File: src/rtl/exe_stage.sv
// Execute stage: Val2 generation, ALU with NZCV status register, branch target,
// and the EXE/MEM pipeline register. Define EXE_FWD_EN to enable operand forwarding.
module exe_stage #(
  parameter int DW = 32
) (
  input  logic          clk,
  input  logic          rst,
  input  logic          freeze,
  input  logic          WB_EN,
  input  logic          MEM_R_EN,
  input  logic          MEM_W_EN,
  input  logic          B,
  input  logic          S,
  input  logic [3:0]    EXE_CMD,
  input  logic [DW-1:0] PC,
  input  logic [DW-1:0] Val_Rn,
  input  logic [DW-1:0] Val_Rm,
  input  logic          imm,
  input  logic [11:0]   Shift_operand,
  input  logic [23:0]   Signed_imm_24,
  input  logic [3:0]    Dest,
  input  logic [1:0]    sel_src1,
  input  logic [1:0]    sel_src2,
  input  logic [DW-1:0] fwd_mem_val,
  input  logic [DW-1:0] fwd_wb_val,
  output logic [3:0]    SR,
  output logic          branch_taken,
  output logic [DW-1:0] branch_addr,
  output logic          WB_EN_MEM,
  output logic          MEM_R_EN_MEM,
  output logic          MEM_W_EN_MEM,
  output logic [DW-1:0] ALU_res_MEM,
  output logic [DW-1:0] Val_Rm_MEM,
  output logic [3:0]    Dest_MEM
);

  logic [DW-1:0] op1;
  logic [DW-1:0] op2m;

`ifdef EXE_FWD_EN
  logic unused_bits;
  assign unused_bits = Shift_operand[4];

  always_comb begin
    case (sel_src1)
      2'b01:   op1 = fwd_mem_val;
      2'b10:   op1 = fwd_wb_val;
      default: op1 = Val_Rn;
    endcase
    case (sel_src2)
      2'b01:   op2m = fwd_mem_val;
      2'b10:   op2m = fwd_wb_val;
      default: op2m = Val_Rm;
    endcase
  end
`else
  logic unused_bits;
  assign unused_bits = Shift_operand[4] ^ (^sel_src1) ^ (^sel_src2)
                     ^ (^fwd_mem_val) ^ (^fwd_wb_val);
  assign op1  = Val_Rn;
  assign op2m = Val_Rm;
`endif

  // Rotations are built from two opposing shifts; a zero amount leaves the value intact
  // because the left shift by the full width clears to zero.
  logic [4:0]    rot_amt;
  logic [4:0]    sh_amt;
  logic [DW-1:0] imm8;
  logic [DW-1:0] imm_rot;
  logic [DW-1:0] reg_rot;
  logic [DW-1:0] val2;

  assign imm8    = {{(DW-8){1'b0}}, Shift_operand[7:0]};
  assign rot_amt = {Shift_operand[11:8], 1'b0};
  assign sh_amt  = Shift_operand[11:7];
  assign imm_rot = (imm8 >> rot_amt) | (imm8 << (6'(DW) - {1'b0, rot_amt}));
  assign reg_rot = (op2m >> sh_amt) | (op2m << (6'(DW) - {1'b0, sh_amt}));

  always_comb begin
    val2 = op2m;
    if (imm) begin
      val2 = imm_rot;
    end else if (MEM_R_EN || MEM_W_EN) begin
      val2 = {{(DW-12){1'b0}}, Shift_operand};
    end else begin
      case (Shift_operand[6:5])
        2'b00:   val2 = op2m << sh_amt;
        2'b01:   val2 = op2m >> sh_amt;
        2'b10:   val2 = $signed(op2m) >>> sh_amt;
        default: val2 = reg_rot;
      endcase
    end
  end

  logic [3:0]  sr_q, sr_d;
  logic [DW:0] sum;
  logic [DW-1:0] alu_res;
  logic        c_new, v_new, op_valid, cin;

  assign cin = sr_q[1];

  // Subtracts add the inverted operand plus one, so the carry out is NOT borrow.
  always_comb begin
    sum      = '0;
    alu_res  = '0;
    c_new    = sr_q[1];
    v_new    = sr_q[0];
    op_valid = 1'b1;
    case (EXE_CMD)
      4'b0001: alu_res = val2;
      4'b1001: alu_res = ~val2;
      4'b0010, 4'b0011: begin
        sum     = {1'b0, op1} + {1'b0, val2}
                + {{DW{1'b0}}, (EXE_CMD == 4'b0011) & cin};
        alu_res = sum[DW-1:0];
        c_new   = sum[DW];
        v_new   = (op1[DW-1] == val2[DW-1]) && (alu_res[DW-1] != op1[DW-1]);
      end
      4'b0100, 4'b0101: begin
        sum     = {1'b0, op1} + {1'b0, ~val2}
                + {{DW{1'b0}}, (EXE_CMD == 4'b0100) | cin};
        alu_res = sum[DW-1:0];
        c_new   = sum[DW];
        v_new   = (op1[DW-1] != val2[DW-1]) && (alu_res[DW-1] != op1[DW-1]);
      end
      4'b0110: alu_res = op1 & val2;
      4'b0111: alu_res = op1 | val2;
      4'b1000: alu_res = op1 ^ val2;
      default: op_valid = 1'b0;
    endcase
  end

  logic [DW-1:0] alu_res_q, alu_res_d;
  logic [DW-1:0] val_rm_q, val_rm_d;
  logic [3:0]    dest_q, dest_d;
  logic          wb_en_q, wb_en_d;
  logic          mem_r_en_q, mem_r_en_d;
  logic          mem_w_en_q, mem_w_en_d;

  always_comb begin
    sr_d       = sr_q;
    alu_res_d  = alu_res_q;
    val_rm_d   = val_rm_q;
    dest_d     = dest_q;
    wb_en_d    = wb_en_q;
    mem_r_en_d = mem_r_en_q;
    mem_w_en_d = mem_w_en_q;
    if (!freeze) begin
      if (S && op_valid) begin
        sr_d = {alu_res[DW-1], (alu_res == '0), c_new, v_new};
      end
      alu_res_d  = alu_res;
      val_rm_d   = op2m;
      dest_d     = Dest;
      wb_en_d    = WB_EN;
      mem_r_en_d = MEM_R_EN;
      mem_w_en_d = MEM_W_EN;
    end
  end

  always_ff @(posedge clk) begin
    if (rst) begin
      sr_q       <= '0;
      alu_res_q  <= '0;
      val_rm_q   <= '0;
      dest_q     <= '0;
      wb_en_q    <= 1'b0;
      mem_r_en_q <= 1'b0;
      mem_w_en_q <= 1'b0;
    end else begin
      sr_q       <= sr_d;
      alu_res_q  <= alu_res_d;
      val_rm_q   <= val_rm_d;
      dest_q     <= dest_d;
      wb_en_q    <= wb_en_d;
      mem_r_en_q <= mem_r_en_d;
      mem_w_en_q <= mem_w_en_d;
    end
  end

  assign SR           = sr_q;
  assign ALU_res_MEM  = alu_res_q;
  assign Val_Rm_MEM   = val_rm_q;
  assign Dest_MEM     = dest_q;
  assign WB_EN_MEM    = wb_en_q;
  assign MEM_R_EN_MEM = mem_r_en_q;
  assign MEM_W_EN_MEM = mem_w_en_q;

  assign branch_taken = B;
  assign branch_addr  = PC + {{6{Signed_imm_24[23]}}, Signed_imm_24, 2'b00};

endmodule
File: config.mk
export PLATFORM = sky130hd
export DESIGN_NAME = exe_stage
export DESIGN_NICKNAME = d
export VERILOG_FILES = /design/src/rtl/exe_stage.sv
export SDC_FILE = /design/constraint.sdc
export NUM_CORES = 1
export LEC_CHECK = 0
export BUFFER_PORTS_ARGS = -buffer_cell sky130_fd_sc_hd__buf_2
export CORE_ASPECT_RATIO = 1.1
export CORE_UTILIZATION = 36
export CTS_BUF_LIST = sky130_fd_sc_hd__clkbuf_16
export CTS_CLUSTER_DIAMETER = 60
export DETAILED_ROUTE_END_ITERATION = 7
export PLACE_DENSITY = 0.59
export SETUP_SLACK_MARGIN = 0.4
export SKIP_LAST_GASP = 1
export SLEW_MARGIN = 0
export SYNTH_ARGS = -nofsm -noshare
export SYNTH_HDL_FRONTEND = slang
export SYNTH_SLANG_ARGS = --single-unit
File: constraint.sdc
create_clock -name clk -period 7.4 [get_ports clk]
set_input_delay 0 -clock clk [delete_from_list [all_inputs] [get_ports clk]]
set_output_delay 0 -clock clk [all_outputs]
set_load 0.005 [all_outputs]
==> results of run 1 <==
==> cell type report <==
type | instances | share of cell area
Antenna cell | 1 | 0.000119
Sequential cell | 75 | 0.0716
Clock inverter | 7 | 0.00292
Inverter | 128 | 0.0229
Tap cell | 660 | 0.0394
Timing Repair Buffer | 430 | 0.128
Clock buffer | 9 | 0.0107
Multi-Input combinational cell | 2000 | 0.724
==> worst max-delay path by stage <==
stage                     start                 end  slack [ns]
2_1_floorplan  Shift_operand[7]  SR[2]$_SDFFE_PP0P_        0.71
3_3_place_gp   Shift_operand[8]  SR[2]$_SDFFE_PP0P_        0.67
3_5_place_dp   Shift_operand[8]  SR[2]$_SDFFE_PP0P_        0.56
4_1_cts        Shift_operand[8]  SR[2]$_SDFFE_PP0P_        0.92
5_1_grt        Shift_operand[8]  SR[2]$_SDFFE_PP0P_        0.46
6_report       Shift_operand[8]  SR[2]$_SDFFE_PP0P_        0.74
==> routing by layer <==
| metal | vias up | part of all wire |
|---|---|---|
| met2 | 1204 | 0.46 |
| met5 | - | 0.00012 |
| met3 | 292 | 0.081 |
| met4 | 2 | 0.070 |
| met1 | 10300 | 0.39 |
| li1 | 9557 | - |
==> stage by stage <==
step / setup slack (ns) / area [sq um] / utilization / hold WS, ns / total power [mW]
after global placement: 0.671 / 20600 / 0.412 / 0.0000381 / 2.18
after floorplan: 0.709 / 18200 / - / 0.0808 / 1.54
after global routing: 0.459 / 21000 / 0.419 / 0.0000406 / 2.83
after detailed placement: 0.556 / 20600 / 0.412 / 0.0000381 / 2.19
after CTS: 0.920 / 21000 / 0.419 / 0.0000381 / 2.66
final: 0.738 / 21000 / 0.419 / 0.0000136 / 2.69
==> synth_stat cells (all sizes together) (12+ instances only) <==
cell     number  area (sq um)
nor2        258           968
nand2       180           676
a21oi       160           808
mux2i       158          1590
o21ai       153           769
clkbuf      143           538
ha          129          1610
inv         126           473
buf          84           526
mux4         84          1900
dfxtp        75          1500
a211oi       56           430
nand3        54           270
nor3         52           270
mux2         45           507
xnor2        38           359
a21o         36           270
nand2b       36           225
o211ai       36           270
a31oi        35           219
nor2b        30           188
o22ai        30           194
o21a         24           180
a221o        21           210
a221oi       21           190
nand4        20           125
a22oi        19           143
or2          19           119
and2         16           100
and3         16           100
o31ai        15           118
or3          14          87.6
a211o        13           114
xor2         13           121
a2111oi      12           105
o221ai       12           105
==> power by group through the flow <==
| stage | Clock [mW] | Combinational [mW] | Sequential, mW |
|---|---|---|---|
| floorplan | 0 | 1.08 | 0.459 |
| global placement | 0 | 1.72 | 0.456 |
| detailed placement | 0 | 1.73 | 0.457 |
| CTS | 0.462 | 1.74 | 0.448 |
| global route | 0.477 | 1.91 | 0.451 |
| finish | 0.450 | 1.79 | 0.448 |
==> layout by cell type (no fill, tap or decap), types with 14 or more instances in the layout <==
cell | synthesis | layout
a211oi_1 | 54 | 54
a21o_1 | 36 | 36
a21oi_1 | 158 | 158
a221o_1 | 21 | 21
a221oi_1 | 20 | 20
a22oi_1 | 19 | 19
a31oi_1 | 35 | 35
and2_1 | 14 | 14
and3_1 | 16 | 16
buf_2 | 35 | 246
buf_4 | 21 | 172
dfxtp_1 | 75 | 75
ha_1 | 129 | 129
inv_1 | 122 | 124
mux2_2 | 43 | 43
mux2i_1 | 157 | 157
mux4_2 | 83 | 83
nand2_1 | 180 | 180
nand2b_1 | 36 | 36
nand3_1 | 54 | 54
nand4_1 | 20 | 20
nor2_1 | 258 | 258
nor2b_1 | 30 | 30
nor3_1 | 50 | 50
o211ai_1 | 36 | 36
o21a_1 | 24 | 24
o21ai_0 | 146 | 146
o22ai_1 | 29 | 29
o31ai_1 | 14 | 14
or2_2 | 18 | 18
or3_1 | 14 | 14
xnor2_1 | 36 | 36
==> timing repair <==
item	CTS	global route
hold endpoints to repair	7	0
hold buffers	7	0
buffers inserted	0	0
==> registers in the layout, summed over array words and instances (netlist names) <==
signal and cells:
ALU_res_MEM 32, Val_Rm_MEM 32, Dest_MEM 4, SR 4, MEM_R_EN_MEM 1, MEM_W_EN_MEM 1
WB_EN_MEM 1
==> critical path, cell delays in order <==
cell and delay [ns]:
buf_6 0.09, inv_2 0.11, ha_1 0.75, mux2i_1 0.16, o22a_1 0.30, a211oi_1 0.98, nor2_1 0.14, o211ai_1 0.15
a31o_2 0.30, ha_1 0.31, nand2b_1 0.18, a221oi_1 0.51, buf_4 0.22, nor2_1 0.04, o21bai_1 0.15, xnor2_1 0.11
a2111oi_0 0.55, nand4_1 0.25, nor4_1 0.23, buf_4 0.18, nand4_1 0.14, nor4_1 0.34, nand4_1 0.12, or4_1 0.44
o31ai_2 0.19
==> logic make-up (layout without fill, tap and decap cells) <==
| logic type | after synthesis | count (layout) | synth area share |
|---|---|---|---|
| DFF | 75 | 75 | 0.0824 |
| xor gates and xnor gates | 51 | 51 | 0.0264 |
| AOI/OAI and AO/OA | 790 | 790 | 0.302 |
| and+or+nand+nor | 738 | 738 | 0.191 |
| buffers and inverters | 355 | 574 | 0.0848 |
| other | 0 | 1 | 0 |
| adders and majority gates | 134 | 134 | 0.0941 |
| muxes | 287 | 287 | 0.219 |
==> parameters.txt, run 1 <==
Parameter                              Value

Logic synthesis
  Total number of yosys warnings    0
  Synthesized netlist cell count    2430
  Unique cell type count in the Yosys netlist    106
  Syn avg cell area    7.50 sq um
  Cell area after technology mapping    18200 sq um
  Register bit count reported by yosys    75
  Number of flops mapped to enable cells by yosys    0
  Dominant synthesized flop cell    dfxtp_1
  Proportion of register bits with asynchronous set or reset after synthesis    0
  Number of nets in the synthesized netlist    2781
  Post-synthesis sequential area ratio    0.0824

GRT
  Global routing usage summed across all routing layers    0.343
  First-pass GRT wire length    134 mm
  Met2 capacity usage during global routing    0.553
  Remaining global-route overflow    0
  Global routing usage on met3    0.0567
  Met1 track demand over resource in global routing    0.424
  Via count of the first global-routing pass    20600
  Pin count of the biggest net entering global routing    107
  GR peak layer    met2
  Number of antenna violations at the first check in global routing    1

Layout
  Total number of nets in the final design    2995
  Filler cell count in the final layout    5189
  Combined area of the multi-input logic cells    15200 sq um
  Fraction of final layout cells with drive strength greater than 1    0.234
  Sequential standard cell area    1500 sq um
  Synth-to-layout area growth    15.1%
  Post-route non-filler standard cell count    3310

STA
  Unrepaired setup endpoints after global routing    no
  Maximum frequency from static timing analysis    150 MHz
  Slew at the pin with the worst max-slew slack    1.18 ns
  Post-layout min period    6.66 ns
  Pins over their slew limit    0
  Worst clock skew    0.00654 ns
  Total setup violations reported at the end of the flow    0
  Post-route setup TNS    0 ns
  Worst slew margin relative to its limit    0.211
  Final worst-path cycle share    0.900
  Number of hold violations in the final report    0

Floorplanning
  Effective utilization at floorplan    0.364
  Chip height    238 um
  Placeable core region    50000 sq um
  Number of placed I/O pins    325
  Area of the die    51500 sq um
  Die X    216 um
  Standard-cell rows    86

Route
  Iteration-0 DRC count of the detailed router    2189
  Total iterations of the first detailed-routing run    8
  DRC Markers    0
  Detailed-route wire length per cell    27.4 um
  Final wirelength    90.7 mm
  Vias per cell    6.46
  Routed via count    21400
  Number of antenna-violating nets in the routed design    0

Pwr
  Power Internal    1.40 mW
  Switching part of the total power    0.481
  Clock power frac    0.167
  Comb power frac    0.666
  Switching power total    1.29 mW
  Sequential group share of total power    0.167
  Total power density per cell area    128 nW/um^2
  Leakage power figure    9.17 nW
  Worst ir drop on vdd    0.114 mV

Clock tree
  TritonCTS clock tree    done
  Clock Tree Buf Depth    2
  Clock Latency Late Sink    0.37 ns
  Maximum level of the CTS H-tree    3
  Clock transition at path regs    0.06 ns
  Num CTS Buffers    9
  Clock root buffer    clkbuf_16
  Cts repair resizes    0
  Number of clock sinks    75

Worst setup path
  Worst Path Required    7.68 ns
  Critical Path Sink Type    flop
  Startpoint types    input pin
  Setup slack of the worst register-to-register path    2.31 ns
  Startpoint of the most critical register-to-register path    SR[1]$_SDFFE_PP0P_
  Category of the most critical setup path    input pin to flop
  Highest fanout seen on the critical path    13
  Arrival time of the worst setup path    6.94 ns
  Terminus of the critical flop-to-flop path    SR[2]$_SDFFE_PP0P_
  Length in cells of the worst reg-to-reg path    16

Min path
  Type of the most critical hold path    input pin to primary output
  Worst min-delay path endpoint    branch_taken
  Hold path depth    0
  Hold Crit Start    B

Placement
  Final HPWL DP    69.9 mm
  Count of buffers inserted at the top-level ports    250
  Placed Cells incl. Taps    3286
  Global placer's final weighted congestion    1.04

Job
  Number of max-cap violations    0

Outcome
  Result of the run    finished clean
Power figures use the tool's default switching activity.
==> inputs of run 2 (changes only) <==
--- a/config.mk
+++ b/config.mk
@@ -11,6 +11,7 @@
 export CTS_BUF_LIST = sky130_fd_sc_hd__clkbuf_16
 export CTS_CLUSTER_DIAMETER = 60
 export DETAILED_ROUTE_END_ITERATION = 7
+export GPL_TIMING_DRIVEN = 0
 export PLACE_DENSITY = 0.59
 export SETUP_SLACK_MARGIN = 0.4
 export SKIP_LAST_GASP = 1
==> run 2 against run 1 <==
  * The flow now finishes with violations (capacitance limit)
  * Fmax fell by 4.5%
  * Critical path type unchanged
  * Clock skew increased by 0.0068 ns
  * Sequential share of layout area down 0.19 points
  * Hold slack better by 0.17 ns
  * Clock power up 12%
  * Worst setup slack lost 0.31 ns
  * Flip-flop and latch count unchanged
  * Non-clock buffer count increased by 76
  * Combinational power rose by 9%
==> parameters.txt, run 2 (synthesis results as in run 1) <==
Parameter                              Value

Route
  Final wirelength    113 mm (+24%)
  Routed via count    22900 (+7.2%)
  Vias per cell    6.77 (+4.7%)
  Detailed-route wire length per cell    33.3 um (+21%)
  Total iterations of the first detailed-routing run    6 (-2)
  DRC Markers    0 (unchanged)
  Iteration-0 DRC count of the detailed router    2346 (+7.2%)
  Number of antenna-violating nets in the routed design    0 (unchanged)

Min path
  Type of the most critical hold path    input pin to primary output
  Hold path depth    2 (+2)
  Worst min-delay path endpoint    branch_addr[1]
  Hold Crit Start    PC[1]

STA
  Post-route setup TNS    0 ns (unchanged)
  Number of hold violations in the final report    0 (unchanged)
  Total setup violations reported at the end of the flow    0 (unchanged)
  Worst slew margin relative to its limit    0.0104 (-0.201)
  Worst clock skew    0.0133 ns (+0.00676 ns)
  Pins over their slew limit    0 (unchanged)
  Post-layout min period    6.97 ns (+0.311 ns)
  Final worst-path cycle share    0.942 (+0.0420)
  Unrepaired setup endpoints after global routing    no
  Maximum frequency from static timing analysis    143 MHz (-4.5%)
  Slew at the pin with the worst max-slew slack    1.47 ns (+0.293 ns)

Pwr
  Final total power    2.91 mW (+8.3%)
  Leakage power figure    9.08 nW (-0.97%)
  Worst ir drop on vdd    0.105 mV (-7.9%)
  Total power density per cell area    135 nW/um^2 (+5.5%)

Placement
  Final HPWL DP    90.5 mm (+29%)
  Placed Cells incl. Taps    3338 (+1.6%)
  Area after detailed placement    20300 sq um (-1.5%)
  Global placer's final weighted congestion    1.05 (+1.2%)
  Count of buffers inserted at the top-level ports    247 (-1.2%)

Outcome
  Result of the run    finished, violations left
  Failing checks    capacitance limit

Worst setup path
  Setup slack of the worst register-to-register path    2.28 ns (-0.03 ns)
  Cell mode on critical path    nand4_1
  Highest fanout seen on the critical path    10 (-3)
  Arrival time of the worst setup path    7.26 ns (+0.32 ns)
  WP depth    22 (-12%)
  Slowest cell on the critical path    clkdlybuf4s15_1
  Startpoint of the most critical register-to-register path    SR[1]$_SDFFE_PP0P_
  Category of cells accounting for the largest share of critical-path delay    simple AND/OR/NAND/NOR gates
  Delay contributed by the slowest stage of the critical path    0.78 ns (-0.20 ns)
  Launch point of the worst path    Shift_operand[6]
  Critical Path Sink Type    flop
  Worst Path Required    7.68 ns (about the same)
  Category of the most critical setup path    input pin to flop
  Length in cells of the worst reg-to-reg path    15 (-1)
  Startpoint types    input pin
  Terminus of the critical flop-to-flop path    SR[2]$_SDFFE_PP0P_
  Crit path buffers/inverters    5 (+1)
  Cells traversed along the worst timing path    buf_2, clkbuf_1, clkinvlp_4, nor2_1, clkdlybuf4s15_1, nand3_1, a31oi_4, inv_1, fa_1, fa_1, xnor2_1, a221oi_1, o21ai_0, or4b_2, nor3_1, nand4_1, nor4_2, nand4_1, nor4_2, nand4_1, or4_1, o31ai_2

Layout
  Synth-to-layout area growth    18.2%
  Most common cell after layout, fill and taps aside    buf_2
  Final core area utilization    0.430 (+0.0112)
  Leading cell types in the layout, fill and taps excluded    buf_2 (277), nor2_1 (254), nand2_1 (180), mux2i_1 (151), a21oi_1 (150)
  Fraction of final layout cells with drive strength greater than 1    0.230 (-0.00433)
  Post-route non-filler standard cell count    3389 (+2.4%)
  Post-layout instance area    21500 sq um (+2.7%)
  Total number of nets in the final design    3071 (+2.5%)

Clock tree
  Number of clock sinks    75 (unchanged)
  Maximum level of the CTS H-tree    3 (unchanged)
  TritonCTS clock tree    done
  Clock transition at path regs    0.06 ns (about the same)
  Num CTS Buffers    9 (unchanged)
  Clock Tree Buf Depth    2 (unchanged)
  Clock Latency Late Sink    0.37 ns (about the same)
  Clock root buffer    clkbuf_16

Floorplanning
  Standard-cell rows    86 (unchanged)
  Die X    216 um (unchanged)
  Area of the die    51500 sq um (unchanged)
  Chip height    238 um (unchanged)
  Number of placed I/O pins    325 (unchanged)
  Effective utilization at floorplan    0.364 (unchanged)
  Placeable core region    50000 sq um (unchanged)

GRT
  Global routing usage summed across all routing layers    0.424 (+0.0810)
  First-pass GRT wire length    158 mm (+18%)
  Number of antenna violations at the first check in global routing    5 (+4)
  Via count of the first global-routing pass    21600 (+5.0%)
  Pin count of the biggest net entering global routing    15 (-86%)
  Remaining global-route overflow    0 (unchanged)

Job
  Number of max-cap violations    1 (+1)
-- run 2: metal layers --
layer  up-vias  part of all wire  global-route usage
li1       9718                 -                   -
met1     11200              0.36               0.488
met2      1567              0.45               0.687
met3       485             0.084              0.0752
met4         2              0.10               0.354
met5         -           0.00014                   0
-- run 2: area by class of cell --
class,instances,area [sq um]
clock inverters,7,98.8
multi-input cells,2000,15700
plain buffers,227,1170
inverters,128,484
diodes,4,10.0
repair buffers,279,1500
flip-flops and latches,75,1500
fillers,5252,28500
clock buffers,9,225
well taps,660,826
-- run 2: through the flow --
stage	setup slack (ns)	hold WS (ns)
final	0.427	0.167
after global routing	0.386	0.173
after CTS	0.404	0.165
after detailed placement	-2.59	0.168
after global placement	-2.55	0.167
after floorplan	0.709	0.0808
-- run 2: worst max path at each step --
stage	endpoint	slack [ns]
2_1_floorplan	SR[2]$_SDFFE_PP0P_	0.71
3_3_place_gp	SR[2]$_SDFFE_PP0P_	-2.55
3_5_place_dp	SR[2]$_SDFFE_PP0P_	-2.59
4_1_cts	SR[2]$_SDFFE_PP0P_	0.40
5_1_grt	SR[2]$_SDFFE_PP0P_	0.39
6_report	SR[2]$_SDFFE_PP0P_	0.43
-- run 2: power by group --
part	internal (mW)	leakage, nW	total [mW]	switching [mW]
sequential	0.433	0.619	0.453	0.0200
clock	0.298	0.156	0.503	0.205
combinational	0.697	8.30	1.96	1.26
total	1.43	9.08	2.91	1.48
-- run 2: what timing repair did --
| action | in CTS | in global routing |
|---|---|---|
| pin swaps | 16 | 25 |
| endpoints found under the setup margin | 30 | 6 |
| gates resized for setup | 74 | 86 |
| hold buffers | 7 | 0 |
| hold endpoints to repair | 7 | 0 |
| gates cloned | 0 | 0 |
| buffers inserted | 11 | 13 |
